File: config.mk
export PLATFORM = sky130hd
export DESIGN_NAME = pwm_fan_driver
export DESIGN_NICKNAME = d
export VERILOG_FILES = /design/src/rtl/fan_ctrl_pkg.sv /design/src/rtl/pwm_tick_gen.sv /design/src/rtl/pwm_fan_driver.sv
export SDC_FILE = /design/constraint.sdc
export NUM_CORES = 1
export LEC_CHECK = 0
export ABC_CLOCK_PERIOD_IN_PS = 1700
export CAP_MARGIN = 25
export CORE_MARGIN = 2
export CORE_UTILIZATION = 50
export DETAILED_ROUTE_END_ITERATION = 8
export GPL_ROUTABILITY_DRIVEN = 1
export PLACE_DENSITY = 0.76
export RECOVER_POWER = 25
export SLEW_MARGIN = 40
export SYNTH_ARGS = -nofsm -noshare
export SYNTH_HDL_FRONTEND = slang
export SYNTH_SLANG_ARGS = --single-unit
File: constraint.sdc
create_clock -name clk_i -period 1.7 [get_ports clk_i]
set_input_delay 0.34 -clock clk_i [delete_from_list [all_inputs] [get_ports clk_i]]
set_output_delay 0.34 -clock clk_i [all_outputs]
set_load 0.02 [all_outputs]
File: src/rtl/fan_ctrl_pkg.sv
// Shared types, constants and the demand clamp used by the fan PWM driver.
package fan_ctrl_pkg;

  localparam int ADC_BW = 8;
  localparam logic [ADC_BW-1:0] PERIOD_MAX = ADC_BW'((1 << ADC_BW) - 1);
  localparam logic [ADC_BW-1:0] LAST_CNT   = PERIOD_MAX - 1'b1;

  typedef enum logic [1:0] {
    IDLE,
    RUN,
    KICK
  } fan_state_e;

  // A negative PID demand means "cool less than nothing", which a fan cannot do.
  function automatic logic [ADC_BW-1:0] clamp_duty(input logic signed [ADC_BW:0] val);
    return val[ADC_BW] ? '0 : val[ADC_BW-1:0];
  endfunction

endpackage

File: src/rtl/pwm_tick_gen.sv
// Prescaler for the PWM period counter: one tick every PWM_PRESCALE clocks, held at zero while cleared.
module pwm_tick_gen #(
  parameter int PWM_PRESCALE = 4
) (
  input  logic clk_i,
  input  logic rstn_i,
  input  logic clear_i,
  output logic tick_o
);

  localparam int PW = (PWM_PRESCALE > 1) ? $clog2(PWM_PRESCALE) : 1;
  localparam logic [PW-1:0] PRESC_LAST = PW'(PWM_PRESCALE - 1);

  logic [PW-1:0] presc_q, presc_d;

  always_comb begin
    presc_d = presc_q;
    if (clear_i || (presc_q == PRESC_LAST)) begin
      presc_d = '0;
    end else begin
      presc_d = presc_q + 1'b1;
    end
  end

  always_ff @(posedge clk_i or negedge rstn_i) begin
    if (!rstn_i) begin
      presc_q <= '0;
    end else begin
      presc_q <= presc_d;
    end
  end

  assign tick_o = !clear_i && (presc_q == PRESC_LAST);

endmodule

File: src/rtl/pwm_fan_driver.sv
// Fan PWM driver: clamps signed PID demand to a duty and applies it only at period boundaries.
// Defining FAN_KICKSTART_EN adds a full-duty spin-up phase when the fan starts from zero duty.
module pwm_fan_driver
  import fan_ctrl_pkg::*;
#(
  parameter int ADC_BITWIDTH = ADC_BW,
  parameter int PWM_PRESCALE = 4,
  parameter int KICK_PERIODS = 16
) (
  input  logic                    clk_i,
  input  logic                    rstn_i,
  input  logic                    enable_i,
  input  logic [ADC_BITWIDTH:0]   pid_val_i,
  output logic                    pwm_o,
  output logic                    period_strb_o,
  output logic [ADC_BITWIDTH-1:0] duty_o
);

  if (ADC_BITWIDTH != ADC_BW || PWM_PRESCALE < 1 || KICK_PERIODS < 1) begin : g_param_check
    $error("pwm_fan_driver: unsupported parameter combination");
  end

  fan_state_e              state_q, state_d;
  logic [ADC_BITWIDTH-1:0] cnt_q, cnt_d;
  logic [ADC_BITWIDTH-1:0] duty_q, duty_d;
  logic [ADC_BITWIDTH-1:0] new_duty;
  logic                    pwm_q, pwm_d;
  logic                    strb_q, strb_d;
  logic                    tick;
  logic                    boundary;
`ifdef FAN_KICKSTART_EN
  localparam int KW = $clog2(KICK_PERIODS + 1);
  logic [KW-1:0] kick_q, kick_d;
`endif

  pwm_tick_gen #(
    .PWM_PRESCALE(PWM_PRESCALE)
  ) u_tick_gen (
    .clk_i  (clk_i),
    .rstn_i (rstn_i),
    .clear_i(state_q == IDLE),
    .tick_o (tick)
  );

  assign new_duty = clamp_duty(pid_val_i);
  assign boundary = tick && (cnt_q == LAST_CNT);

  // Disable wins over everything, including a boundary on the same edge.
  always_comb begin
    state_d = state_q;
    cnt_d   = cnt_q;
    duty_d  = duty_q;
    pwm_d   = 1'b0;
    strb_d  = 1'b0;
`ifdef FAN_KICKSTART_EN
    kick_d  = kick_q;
`endif
    if (!enable_i) begin
      state_d = IDLE;
      cnt_d   = '0;
      duty_d  = '0;
    end else begin
      case (state_q)
        IDLE: begin
          state_d = RUN;
          cnt_d   = '0;
          duty_d  = new_duty;
          strb_d  = 1'b1;
`ifdef FAN_KICKSTART_EN
          if (new_duty != '0) begin
            state_d = KICK;
            duty_d  = PERIOD_MAX;
            kick_d  = KW'(KICK_PERIODS);
          end
`endif
        end
        default: begin
          pwm_d = (cnt_q < duty_q);
          if (tick) begin
            cnt_d = boundary ? '0 : cnt_q + 1'b1;
          end
          if (boundary) begin
            strb_d = 1'b1;
            duty_d = new_duty;
`ifdef FAN_KICKSTART_EN
            // The kick ends early if demand drops to zero, otherwise after its last full period.
            if (state_q == KICK) begin
              if (new_duty == '0 || kick_q == KW'(1)) begin
                state_d = RUN;
              end else begin
                kick_d = kick_q - 1'b1;
                duty_d = PERIOD_MAX;
              end
            end else if (duty_q == '0 && new_duty != '0) begin
              state_d = KICK;
              duty_d  = PERIOD_MAX;
              kick_d  = KW'(KICK_PERIODS);
            end
`endif
          end
        end
      endcase
    end
  end

  always_ff @(posedge clk_i or negedge rstn_i) begin
    if (!rstn_i) begin
      state_q <= IDLE;
      cnt_q   <= '0;
      duty_q  <= '0;
      pwm_q   <= 1'b0;
      strb_q  <= 1'b0;
`ifdef FAN_KICKSTART_EN
      kick_q  <= '0;
`endif
    end else begin
      state_q <= state_d;
      cnt_q   <= cnt_d;
      duty_q  <= duty_d;
      pwm_q   <= pwm_d;
      strb_q  <= strb_d;
`ifdef FAN_KICKSTART_EN
      kick_q  <= kick_d;
`endif
    end
  end

  assign pwm_o         = pwm_q;
  assign period_strb_o = strb_q;
  assign duty_o        = duty_q;

endmodule

==> results of run 1 <==
==> registers in the layout, summed over array words and instances (netlist names) <==
name                flops
cnt_q                   8
duty_o                  8
u_tick_gen.presc_q      2
period_strb_o           1
pwm_o                   1
state_q                 1
==> routing by layer <==
metal | GRT usage, % | part of all wire (%) | vias up
li1 | - | - | 438
met1 | 25.3 | 44 | 439
met2 | 32.9 | 51 | 24
met3 | 2.05 | 3.2 | 5
met4 | 12.2 | 1.7 | 0
met5 | 0 | 0 | -
==> metrics by stage <==
| step | setup WS [ns] | instance area, µm² | std cells | hold WS (ns) |
|---|---|---|---|---|
| global route | 0.00908 | 1390 | 155 | 0.528 |
| global placement | -0.0402 | 1350 | 151 | 0.427 |
| detailed placement | -0.0888 | 1350 | 151 | 0.445 |
| CTS | 0.0362 | 1380 | 155 | 0.372 |
| floorplan | 0.295 | 1110 | 103 | 0.0444 |
| finish | 0.0537 | 1390 | 155 | 0.511 |
==> worst paths after layout <==
kind                                              endpoint  slack (ns)  depth (start not counted)
max                                              duty_o[3]        0.05                          1
min                        u_tick_gen.presc_q[0]$_DFF_PN0_        0.51                          1
max reg2reg                          duty_o[5]$_DFFE_PN0P_        0.10                          5
min reg2reg                u_tick_gen.presc_q[0]$_DFF_PN0_        0.51                          1
max in group asynchronous          period_strb_o$_DFF_PN0_        0.37                          2
min in group asynchronous            duty_o[5]$_DFFE_PN0P_        0.67                          2
==> power breakdown <==
group | total [µW] | leakage [µW] | switching, µW | internal (µW)
sequential | 530 | 0.000285 | 13.4 | 517
clock | 248 | 0.0000177 | 160 | 87.9
combinational | 136 | 0.000288 | 66.1 | 70.1
==> what timing repair did <==
| item | in CTS | in global routing |
|---|---|---|
| resized for setup | 0 | 5 |
| setup buffers | 0 | 0 |
| endpoints found under the setup margin | 0 | 11 |
| hold buffers | 0 | 0 |
==> placed cells by master, fill, tap and decap left out <==
cell type / Yosys / layout
nand4_2: 1 / 1
ha_1: 10 / 9
nor3b_1: 2 / 2
clkbuf_1: 1 / 1
buf_4: 0 / 2
o31ai_1: 2 / 2
nand2_1: 6 / 6
dfrtp_1: 21 / 21
nand4_1: 2 / 2
clkbuf_4: 0 / 3
nor3_1: 1 / 1
o211a_2: 0 / 1
inv_1: 9 / 9
nor2b_1: 1 / 1
o31a_1: 1 / 1
and3b_2: 2 / 3
clkinv_2: 0 / 1
clkdlybuf4s50_1: 0 / 20
nand4b_1: 1 / 1
or3_1: 3 / 3
or4_1: 2 / 2
and2_1: 1 / 1
nand3_1: 2 / 2
o2111ai_1: 1 / 1
a21oi_1: 7 / 7
o211ai_1: 2 / 2
o21ai_2: 1 / 1
a32o_1: 8 / 8
dlymetal6s2s_1: 0 / 1
a22oi_1: 1 / 1
o21ai_0: 8 / 8
nor2_1: 2 / 2
ha_4: 0 / 1
==> kinds of logic (layout without fill, tap and decap cells) <==
kind of cell / Yosys count / after routing
compound gates: 32 / 32
simple gates: 27 / 27
flops: 21 / 21
buf+inv: 13 / 37
fa+ha+maj: 10 / 10
==> final cells by class <==
type	count	area, µm²	share of cell area [%]
clock buffers	3	22.5	1.62
repair buffers	24	231	16.7
inverters	9	33.8	2.43
clock inverters	1	5.00	0.360
multi-input cells	69	537	38.6
flip-flops and latches	21	526	37.8
well taps	28	35.0	2.52
==> flow_summary.yaml, run 1 <==
status:
  status: "finished, final reports clean"
grt:
  grt_pass1_vias: 873
  grt_max_degree: 22
  antenna_found_initial: 0
  grt_pass1_wl_mm: 3.88
  gr-usage-all-layers_pct: 20.0
  overflow: 0
clocking:
  cts_tree: "done"
  cts_buffer_depth: 2
  cts_buffers: 3
  clock_latency_ns: 0.31
  cts.sinks: 21
  cts.htree.levels: 1
  clk_pin_slew_ns: 0.13
  cts-root-buf: "clkbuf_4"
yosys:
  async_flop_share_pct: 100
  synth_most_common_cell: "dfrtp_1"
  synthSimpleGateAreaFrac_pct: 15.2
  netlist_instances: 103
  netlist_top_cells_area: "dfrtp_1 (47%), ha_1 (11%), a32o_1 (7.2%)"
  synthXorXnorAreaFrac_pct: 0
  netlist_area_um2: 1110
  synth-compound-area-share_pct: 20.6
  ys_ff_latch: 21
  syn-num-nets: 125
  synth_top_area_share_pct: 47.2
  ys_warn_count: 0
  muxShareOfSynthArea_pct: 0
  synth_fa_ha_area_share_pct: 11.2
  synth_cell_types: 30
  synth_commonest_cells: "dfrtp_1 (21), ha_1 (10), inv_1 (9)"
  yosysSeqAreaShare_pct: 47.2
  synth_edf_count: 0
  synth_ff_type: "dfrtp_1"
  synth_top_family_by_area: "compound AO/OA/AOI/OAI gates"
  yosys.area.top_type: "dfrtp_1"
  postSynthAreaPerCell_um2: 10.8
worst_setup_path:
  r2r_start: "cnt_q[0]$_DFFE_PN0P_"
  critPathRequiredTime_ns: 1.36
  path_class: "register to output port"
  slowest_stage: "clkdlybuf4s50_1"
  crit_path_end_kind: "output port"
  path_delay_family: "buffers and inverters"
  crit_chain: "clkdlybuf4s50_1"
  crit_path_max_incr_delay_ns: 0.61
  path_buf_inv: 1
  cp_max_fo: 3
  arrival_ns: 1.31
  cp-startpoint: "duty_o[3]$_DFFE_PN0P_"
  worst_setup_path_start_kind: "register"
layout:
  diodes: 0
  fill_cells: 176
  drive_gt1_share_pct: 10.2
  final_util_pct: 64.7
  fin_nets: 150
  area_growth_pct: 25.0
sta:
  finalCriticalPeriod_ns: 1.65
  skew_ns: 0.0100
  hold_viol: 0
  fmaxAchievable_mhz: 607
  setup_viol: 0
  relSlewSlack_pct: 26.8
  final_max_slew_viol_count: 0
  rsz0062_at_grt: "no"
  fin_crit_sh_pct: 96.8
  tightestPinTransition_ns: 1.10
  final.setup.tns_ns: 0
detailed_routing:
  wl_per_cell_um: 14.9
  vias_per_cell: 5.85
  ant_nets: 0
  dr.first_iter.drc_count: 15
  num_vias: 906
  drt-pass1-iter-count: 4
  drc_errors: 0
  totalWireLength_mm: 2.31
floorplan:
  die_y_um: 51.2
  die_area_um2: 2620
  io_pins: 22
  fp.dieW_um: 51.2
  initial_core_util_pct: 51.8
  core_um2: 2150
  num_rows: 17
place:
  io_buffers: 21
  gp_congestion: 0.849
  dp_hpwl_mm: 1.69
job:
  max-cap-violations: 0
worst_hold_path:
  hp-start: "u_tick_gen.presc_q[0]$_DFF_PN0_"
  min_path_type: "register to register"
power:
  worst_ir_drop_vdd_uv: 552
  cellPowerDensity_nw_per_um2: 658
  finalPower_uw: 914
  p_leak_uw: 0.000590
Power figures use the tool's default switching activity.
==> inputs of run 2 (changes only) <==
Settings changed: ABC_CLOCK_PERIOD_IN_PS 1700 to 1390, CORE_UTILIZATION 50 to 45, MAX_ROUTING_LAYER set to met4, PLACE_DENSITY 0.76 to 0.72.
Clock period 1.7 ns to 1.39 ns, I/O delays scaled along.
==> flow_summary.yaml, run 2 (same netlist as run 1, synthesis figures left out) <==
grt:
  grt_max_degree: 22
  grt_pass1_vias: 986
  overflow: 0
  grt_pass1_wl_mm: 4.36
  antenna_found_initial: 0
  gr-usage-all-layers_pct: 22.1
detailed_routing:
  ant_nets: 0
  drt-pass1-iter-count: 4
  vias_per_cell: 5.53
  totalWireLength_mm: 2.74
  num_vias: 957
  wl_per_cell_um: 15.8
  drc_errors: 0
  dr.first_iter.drc_count: 8
worst_setup_path:
  crit_path_max_incr_delay_ns: 0.41
  path_class: "register to register"
  worst_setup_path_start_kind: "register"
  cp_max_fo: 5
  slowest_stage: "dfrtp_1"
  critPathRequiredTime_ns: 1.63
  r2r_setup_slack_ns: -0.16
  arrival_ns: 1.79
  crit_path_end_kind: "register"
  crit_chain: "ha_4, and3b_2, buf_12, or3_4, a21oi_2"
layout:
  layoutNonFillerInstCount: 173
  fin_nets: 166
  diodes: 0
  layout_common_cells: "dfrtp_1 (20), buf_4 (14), clkdlybuf4s50_1 (10), dlygate4sd2_1 (10)"
  final_common_cell: "dfrtp_1"
  drive_gt1_share_pct: 28.7
  area_growth_pct: 44.8
clocking:
  cts.sinks: 21
  clk_pin_slew_ns: 0.12
  cts.htree.levels: 1
  cts_buffer_depth: 2
  clock_latency_ns: 0.31
  cts-root-buf: "clkbuf_4"
  hold_buffers: 0
  cts_buffers: 3
  cts_tree: "done"
place:
  dp_hpwl_mm: 1.85
  gp_congestion: 0.785
  io_buffers: 21
  dp_cells: 164
  post-place-ws_ns: -0.339
floorplan:
  io_pins: 22
  fp.dieW_um: 53.7
  die_y_um: 53.7
  num_rows: 18
  core_um2: 2410
  initial_core_util_pct: 46.2
  die_area_um2: 2890
power:
  worst_ir_drop_vdd_uv: 683
  p_leak_uw: 0.000722
  cellPowerDensity_nw_per_um2: 715
job:
  max-cap-violations: 0
sta:
  fin_crit_sh_pct: 111
  finalCriticalPeriod_ns: 1.55
  tightestPinTransition_ns: 0.608
  rsz0062_at_grt: "yes"
  relSlewSlack_pct: 59.4
  final_max_slew_viol_count: 0
  setup_viol: 14
  finalWorstSetupSlack_ns: -0.158
  skew_ns: 0.00644
  fmaxAchievable_mhz: 646
  hold_viol: 0
status:
  status: "complete, but fails checks"
  violations: "setup timing"
worst_hold_path:
  min_path_type: "input port to asynchronous set/reset pin"
==> run 2: area by class of cell <==
cell class	count	area [µm²]
fill	191	800
multi-input combinational	70	636
sequential	21	527
timing repair buffer	39	350
tap	30	37.5
inverter	9	33.8
clock buffer	4	26.3
==> run 2: layer usage <==
layer  global-route usage (%)  routed length, µm  part of all wire (%)
met5                        -                  0                     0
met4                     10.7                 46                   1.7
met3                     4.44                 51                   1.9
met2                     36.6               1560                    57
met1                     25.4               1080                    40
==> run 2: critical path: cells and delay by family (launching register included) <==
family	cells	cell delay (ns)
buffers and inverters	1	0.14
DFF	1	0.41
and+or+nand+nor	2	0.63
AOI/OAI and AO/OA	1	0.14
adders and majority gates	1	0.16
==> run 2: stage by stage <==
step	hold slack [ns]	util, %	setup TNS [ns]	instance area, µm²	total power [µW]
final	0.456	66.8	-0.907	1610	1150
after global placement	0.426	59.7	-2.94	1440	827
after global routing	0.485	66.8	-1.46	1610	1200
after floorplan	-0.0176	-	0	1110	737
after detailed placement	0.443	59.7	-3.81	1440	834
after CTS	0.309	64.0	-0.544	1540	1140
==> run 2: where the power goes <==
group | switching [µW] | internal, µW | total, µW | leakage [µW]
Sequential | 14.5 | 632 | 647 | 0.000283
Combinational | 97.8 | 105 | 202 | 0.000424
Clock | 190 | 112 | 302 | 0.0000150
Total | 302 | 849 | 1150 | 0.000722
==> run 2: worst paths after layout <==
path / cells after the start / endpoint / from
min reg2reg: 1 / duty_o[2]$_DFFE_PN0P_ / duty_o[2]$_DFFE_PN0P_
max reg2reg: 5 / cnt_q[4]$_DFFE_PN0P_ / u_tick_gen.presc_q[0]$_DFF_PN0_
max in group asynchronous: 2 / cnt_q[3]$_DFFE_PN0P_ / rstn_i
min in group clk_i: 1 / duty_o[2]$_DFFE_PN0P_ / duty_o[2]$_DFFE_PN0P_
min: 2 / duty_o[7]$_DFFE_PN0P_ / rstn_i
max: 5 / cnt_q[4]$_DFFE_PN0P_ / u_tick_gen.presc_q[0]$_DFF_PN0_
==> run 2: timing repair <==
| item | in CTS | in global routing |
|---|---|---|
| pin swaps | 8 | 15 |
| buffers inserted | 4 | 2 |
| endpoints found under the setup margin | 27 | 17 |
| gates cloned | 1 | 0 |
| gates resized for setup | 19 | 15 |
==> inputs of run 3 (changes only) <==
Settings changed: CAP_MARGIN 25 to 20.
==> results of run 3 <==
Same layout as run 2: the final DEF is identical, and so are final timing and power.
